$ cat config.mk
export PLATFORM = sky130hd
export DESIGN_NAME = apu_sample_fifo_flat
export DESIGN_NICKNAME = d
export VERILOG_FILES = /design/src/rtl/apu_sample_fifo_pkg.sv /design/src/rtl/apu_sample_fifo_if.sv /design/src/rtl/apu_fifo_mem.sv /design/src/rtl/apu_sample_fifo.sv /design/src/flat_wrapper.sv
export SDC_FILE = /design/constraint.sdc
export NUM_CORES = 1
export LEC_CHECK = 0
export ABC_AREA = 1
export BUFFER_PORTS_ARGS = -buffer_cell sky130_fd_sc_hd__buf_4
export CORE_ASPECT_RATIO = 0.7
export CORE_MARGIN = 10
export CORE_UTILIZATION = 35
export CTS_BUF_LIST = sky130_fd_sc_hd__clkbuf_4 sky130_fd_sc_hd__clkbuf_8 sky130_fd_sc_hd__clkbuf_16
export CTS_CLUSTER_SIZE = 25
export DETAILED_ROUTE_END_ITERATION = 7
export PLACE_DENSITY = 0.57
export SLEW_MARGIN = 20
export SYNTH_ARGS = -nofsm -noshare
export SYNTH_HDL_FRONTEND = slang
export SYNTH_SLANG_ARGS = --single-unit
$ cat constraint.sdc
create_clock -name clk -period 2.83 [get_ports clk]
set_clock_uncertainty 0.1 [all_clocks]
set_input_delay 0.7075 -clock clk [delete_from_list [all_inputs] [get_ports clk]]
set_output_delay 0.7075 -clock clk [all_outputs]
set_load 0.02 [all_outputs]
$ cat src/rtl/apu_sample_fifo_pkg.sv
// Shared constants and head-register control encoding for the APU sample FIFO.
// Imported by the interface, the storage array and the FIFO top.
package apu_sample_fifo_pkg;

  localparam int APU_SAMPLE_W   = 16;
  localparam int APU_FIFO_DEPTH = 8;

  // What the head register does on the next edge.
  typedef enum logic [1:0] {
    HEAD_HOLD,
    HEAD_FROM_MEM,
    HEAD_FROM_WDATA,
    HEAD_EMPTY
  } head_op_e;

  function automatic int level_bits(input int depth);
    return $clog2(depth + 2);
  endfunction

endpackage

$ cat src/rtl/apu_sample_fifo_if.sv
// Producer/consumer handshake bundle between the mixer, the sample FIFO and apu_aout.
// The master side drives data and the pop pulse; the FIFO (slave) drives wrdy and the head sample.
interface apu_sample_fifo_if
  import apu_sample_fifo_pkg::*;
#(
  parameter int W = APU_SAMPLE_W
);
  logic [W-1:0] wdata;
  logic         wvalid;
  logic         wrdy;
  logic [W-1:0] sample;
  logic         sample_rdy;

  modport master (output wdata, output wvalid, input wrdy, input sample, output sample_rdy);
  modport slave  (input wdata, input wvalid, output wrdy, output sample, input sample_rdy);
endinterface

$ cat src/rtl/apu_fifo_mem.sv
// DEPTH x W sample storage: synchronous write, combinational read at the read pointer.
// Pointer, count and head bookkeeping live in apu_sample_fifo.
module apu_fifo_mem
  import apu_sample_fifo_pkg::*;
#(
  parameter  int DEPTH = APU_FIFO_DEPTH,
  parameter  int W     = APU_SAMPLE_W,
  localparam int AW    = $clog2(DEPTH)
) (
  input  logic          clk,
  input  logic          we,
  input  logic [AW-1:0] waddr,
  input  logic [W-1:0]  wdata,
  input  logic [AW-1:0] raddr,
  output logic [W-1:0]  rdata
);

  logic [W-1:0] mem_reg [DEPTH];

  // No reset: contents are only ever read behind a non-zero count.
  always_ff @(posedge clk) begin
    if (we) begin
      mem_reg[waddr] <= wdata;
    end
  end

  assign rdata = mem_reg[raddr];

endmodule

$ cat src/rtl/apu_sample_fifo.sv
// Sample buffer between the APU mixer and apu_aout: DEPTH queued samples plus a
// registered head that drives apu_aout, with underflow repeat and low-water request.
module apu_sample_fifo
  import apu_sample_fifo_pkg::*;
#(
  parameter  int DEPTH = APU_FIFO_DEPTH,
  parameter  int W     = APU_SAMPLE_W,
  localparam int LW    = $clog2(DEPTH + 2)
) (
  input  logic                 clk,
  input  logic                 rst,
  input  logic                 en,
  apu_sample_fifo_if.slave     bus,
  input  logic [LW-1:0]        lowwater,
  output logic [LW-1:0]        level,
  output logic                 req_refill,
  output logic                 underflow,
  input  logic                 underflow_clr
);

  localparam int PW = $clog2(DEPTH);
  localparam int CW = $clog2(DEPTH + 1);

  logic [PW-1:0] rptr_reg, rptr_next;
  logic [PW-1:0] wptr_reg, wptr_next;
  logic [CW-1:0] count_reg, count_next;
  logic          head_valid_reg, head_valid_next;
  logic [W-1:0]  sample_reg, sample_next;
  logic          underflow_reg, underflow_next;

  logic          pop;
  logic          wrdy;
  logic          xfer;
  logic          bypass;
  logic          mem_we;
  logic          mem_rd;
  logic [W-1:0]  mem_rdata;
  head_op_e      head_op;

  apu_fifo_mem #(.DEPTH(DEPTH), .W(W)) u_mem (
    .clk   (clk),
    .we    (mem_we),
    .waddr (wptr_reg),
    .wdata (bus.wdata),
    .raddr (rptr_reg),
    .rdata (mem_rdata)
  );

  // wrdy is a function of state only so the producer never sees a pop-dependent ready.
  always_comb begin
    pop    = en && bus.sample_rdy;
    wrdy   = en && !rst && (count_reg < CW'(DEPTH));
    xfer   = bus.wvalid && wrdy;
    bypass = xfer && (count_reg == '0) && (!head_valid_reg || pop);
    mem_we = xfer && !bypass;
  end

  always_comb begin
    head_op = HEAD_HOLD;
    if (head_valid_reg) begin
      if (pop) begin
        if (count_reg != '0) begin
          head_op = HEAD_FROM_MEM;
        end else if (bypass) begin
          head_op = HEAD_FROM_WDATA;
        end else begin
          head_op = HEAD_EMPTY;
        end
      end
    end else if ((count_reg != '0) && !pop) begin
      // Only after a flush race: never leave the head empty with data queued.
      head_op = HEAD_FROM_MEM;
    end else if (bypass) begin
      head_op = HEAD_FROM_WDATA;
    end
    mem_rd = (head_op == HEAD_FROM_MEM);
  end

  always_comb begin
    rptr_next       = rptr_reg;
    wptr_next       = wptr_reg;
    count_next      = count_reg;
    head_valid_next = head_valid_reg;
    sample_next     = sample_reg;
    underflow_next  = underflow_reg;

    if (mem_rd) rptr_next = rptr_reg + PW'(1);
    if (mem_we) wptr_next = wptr_reg + PW'(1);
    case ({mem_we, mem_rd})
      2'b10:   count_next = count_reg + CW'(1);
      2'b01:   count_next = count_reg - CW'(1);
      default: count_next = count_reg;
    endcase

    case (head_op)
      HEAD_FROM_MEM: begin
        sample_next     = mem_rdata;
        head_valid_next = 1'b1;
      end
      HEAD_FROM_WDATA: begin
        sample_next     = bus.wdata;
        head_valid_next = 1'b1;
      end
      HEAD_EMPTY:  head_valid_next = 1'b0;
      default:     head_valid_next = head_valid_reg;
    endcase

    if (pop && !head_valid_reg) begin
      underflow_next = 1'b1;
    end else if (underflow_clr) begin
      underflow_next = 1'b0;
    end

    // Disabled block flushes like a reset but keeps the sticky underflow.
    if (!en) begin
      rptr_next       = '0;
      wptr_next       = '0;
      count_next      = '0;
      head_valid_next = 1'b0;
      sample_next     = '0;
    end
  end

  always_ff @(posedge clk or posedge rst) begin
    if (rst) begin
      rptr_reg       <= '0;
      wptr_reg       <= '0;
      count_reg      <= '0;
      head_valid_reg <= 1'b0;
      sample_reg     <= '0;
      underflow_reg  <= 1'b0;
    end else begin
      rptr_reg       <= rptr_next;
      wptr_reg       <= wptr_next;
      count_reg      <= count_next;
      head_valid_reg <= head_valid_next;
      sample_reg     <= sample_next;
      underflow_reg  <= underflow_next;
    end
  end

  assign bus.wrdy   = wrdy;
  assign bus.sample = sample_reg;
  assign level      = LW'(count_reg) + LW'(head_valid_reg);
  assign req_refill = en && (level <= lowwater);
  assign underflow  = underflow_reg;

endmodule
$ cat src/flat_wrapper.sv
// flat-port wrapper written by rule: the top's interface ports become plain ports
module apu_sample_fifo_flat import apu_sample_fifo_pkg::*;
#(
  parameter  int DEPTH = APU_FIFO_DEPTH,
  parameter  int W     = APU_SAMPLE_W,
  localparam int LW    = $clog2(DEPTH + 2)
)
  (clk, rst, en, lowwater, level, req_refill, underflow, underflow_clr, bus_wdata, bus_wvalid, bus_wrdy, bus_sample, bus_sample_rdy);
  apu_sample_fifo_if #(.W(W)) bus_i ();
  input  logic clk;
  input  logic rst;
  input  logic en;
  input  logic [LW-1:0] lowwater;
  output logic [LW-1:0] level;
  output logic req_refill;
  output logic underflow;
  input  logic underflow_clr;
  input wire logic [$bits(bus_i.wdata)-1:0] bus_wdata;
  input wire logic [$bits(bus_i.wvalid)-1:0] bus_wvalid;
  output wire logic [$bits(bus_i.wrdy)-1:0] bus_wrdy;
  output wire logic [$bits(bus_i.sample)-1:0] bus_sample;
  input wire logic [$bits(bus_i.sample_rdy)-1:0] bus_sample_rdy;
  assign bus_i.wdata = bus_wdata;
  assign bus_i.wvalid = bus_wvalid;
  assign bus_wrdy = bus_i.wrdy;
  assign bus_sample = bus_i.sample;
  assign bus_i.sample_rdy = bus_sample_rdy;
  apu_sample_fifo #(.DEPTH(DEPTH), .W(W)) u_core (.clk(clk), .rst(rst), .en(en), .bus(bus_i), .lowwater(lowwater), .level(level), .req_refill(req_refill), .underflow(underflow), .underflow_clr(underflow_clr));
endmodule
==> results.json <==
{
  "grt_first_pass_wirelength_mm": 26.1,
  "reg2reg_depth": 15,
  "drtIter0Drc": 437,
  "cts_max_level": 4,
  "cts_root_buf": "clkbuf_16",
  "syn_avg_cell_area_um2": 11.5,
  "syn_inst": 575,
  "critPathCaptureType": "primary output",
  "relSlewSlack": 0.493,
  "drc": 0,
  "gp_congestion": 0.810,
  "violations": "negative setup slack",
  "wl_per_cell_um": 18.8,
  "critPathKind": "reg2out",
  "ys_async_sr_fraction": 0.179,
  "cap_violations": 0,
  "grt_max_degree": 66,
  "syn2layout_area_growth_pct": 23.3,
  "ir_worst_vdd_mv": 0.427,
  "first_global_vias": 4671,
  "finalSetupViolCount": 1,
  "power_leakage_nw": 3.19,
  "cts_tree": "built",
  "path_max_fanout": 2,
  "rsz0062_at_grt": "yes",
  "arrival_ps": 2170,
  "setup_ws_ps": -146,
  "ys_types": 28,
  "ant_nets": 0,
  "grtUsageTotal": 0.136,
  "diodes": 0,
  "drt-total-wl_mm": 16.7,
  "required_ps": 2020,
  "dieWidth_um": 185,
  "grt.busiest_layer": "met2",
  "syn_nets": 613,
  "largest_reg_flops": 128,
  "fin_crit_sh": 1.05,
  "clockBufferDepth": 2,
  "synth_edf_count": 128,
  "numPortBuffers": 48,
  "grt_use_met3": 0.0314,
  "cp-start-kind": "flop",
  "nets": 676,
  "numCtsBuffers": 17,
  "hold_violations": 0,
  "grt_overflow": 0,
  "core_um2": 18800,
  "vias_per_cell": 5.12,
  "postCtsHoldBufs": 0,
  "hpwl_mm": 10.1,
  "power-per-cell-area_nw_per_um2": 1020,
  "worst_hold_slack_ps": 405,
  "rows": 42,
  "max_slew.worst_pin.slew_ps": 756,
  "r2r_start": "u_core.count_reg[0]",
  "start_util": 0.353,
  "status": "complete, but fails checks",
  "dieArea_um2": 24900,
  "antenna_found_initial": 0,
  "clkTransAtPathRegs_ps": 60,
  "ys.flop_type": "edfxtp_1",
  "clock.fmax_ghz": 0.336,
  "setup.worst_path.start": "u_core.head_valid_reg",
  "r2r-end": "u_core.count_reg[2]",
  "vias": 4576,
  "first_pass_iters": 5,
  "fin_total_pwr_mw": 8.30,
  "met1_usage": 0.180,
  "crit_path_end": "req_refill",
  "clock_sinks": 156,
  "pin_count": 49,
  "hp-class": "in2async",
  "regToRegSetupSlack_ps": 400,
  "met2_usage": 0.220,
  "fin_crit_ps": 2980,
  "yosysWarningCount": 0,
  "netlist_area_um2": 6630,
  "ys_seq_area_frac": 0.685,
  "ys_ff_latch": 156,
  "clock_latency_ps": 410,
  "layout-drive-gt1-share": 0.217,
  "drv_slew": 0,
  "die_h_um": 135
}
-- logic make-up after synthesis --
logic type      count (synthesis)  share of synthesized area
simple gates                  175                      0.109
compound gates                163                      0.137
flops                         156                      0.685
buf+inv                        66                     0.0417
fa+ha+maj                      12                     0.0226
xor+xnor                        3                    0.00396
-- layer usage --
| layer | routed length, um | up-vias |
|---|---|---|
| li1 | - | 2176 |
| met1 | 7830 | 2272 |
| met2 | 7930 | 114 |
| met3 | 862 | 14 |
| met4 | 127 | 0 |
| met5 | 0 | - |
-- per-stage QoR --
stage	setup TNS, ps	area [um2]	util	setup WS (ps)	std cells
after floorplan	-44.0	6670	-	-29.0	575
after global placement	0	7420	0.396	249	859
after detailed placement	0	7420	0.396	169	859
after CTS	-60.0	8140	0.434	-60.0	893
after global routing	-168	8170	0.436	-168	893
final	-146	8170	0.436	-146	893
-- where the power goes --
| group | switching (mW) | total [mW] | internal [mW] | leakage, nW |
|---|---|---|---|---|
| clock | 0.913 | 2.49 | 1.58 | 0.316 |
| sequential | 0.117 | 2.78 | 2.66 | 1.52 |
| combinational | 1.92 | 3.03 | 1.11 | 1.35 |
-- worst min-delay path by stage --
| stage | start | end | slack, ps |
|---|---|---|---|
| CTS | rst | u_core.bus.sample[9] | 400 |
| global placement | u_core.count_reg[3] | u_core.count_reg[3] | 430 |
| detailed placement | u_core.count_reg[3] | u_core.count_reg[3] | 430 |
| floorplan | u_core.count_reg[3] | u_core.count_reg[3] | 390 |
| global route | rst | u_core.bus.sample[9] | 430 |
| finish | rst | u_core.bus.sample[9] | 410 |
-- synth_stat cells, types with 3 or more instances --
cell type	number	area, um2
o21ai_0	37	185
clkbuf_1	12	45.0
inv_2	3	11.3
nand2_1	129	484
xor2_1	3	26.3
a21oi_1	88	440
o21ai_1	3	15.0
dfrtp_1	28	701
edfxtp_1	128	3840
ha_1	12	150
a22oi_1	32	240
nand3_1	22	110
nand2_2	3	18.8
inv_1	29	109
buf_2	17	85.1
nor2_1	14	52.6
-- layout by cell type (no fill, tap or decap), types with 14 or more instances in the layout --
cell         n
dfrtp_1     26
nor2_1      14
nand2_1    127
a22oi_1     32
nand3_1     21
buf_4       74
o21ai_0     36
inv_1       26
clkbuf_16   17
a21oi_1     85
edfxtp_1   128
-- repair_timing --
| action | in CTS | in global routing |
|---|---|---|
| pin swaps | 4 | 2 |
| setup endpoints to repair | 1 | 1 |
| resized for setup | 10 | 4 |
| setup buffers | 2 | 0 |
-- critical path, stage by stage, from the launching register on --
cell     delay, ps
dfrtp_2        430
ha_4           190
ha_4           160
xor2_2         150
ha_2           340
nand4_1         80
a21oi_1        220
buf_4          190
-- layout make-up --
cell class                      count  area [um2]
Inverter                           33         130
Tap cell                          242         303
Clock buffer                       18         433
Sequential cell                   156        4550
Timing Repair Buffer               77         616
Fill cell                        1682       10600
Clock inverter                     14         215
Multi-Input combinational cell    353        1930
Note: power is estimated with default switching activity, not from simulation.
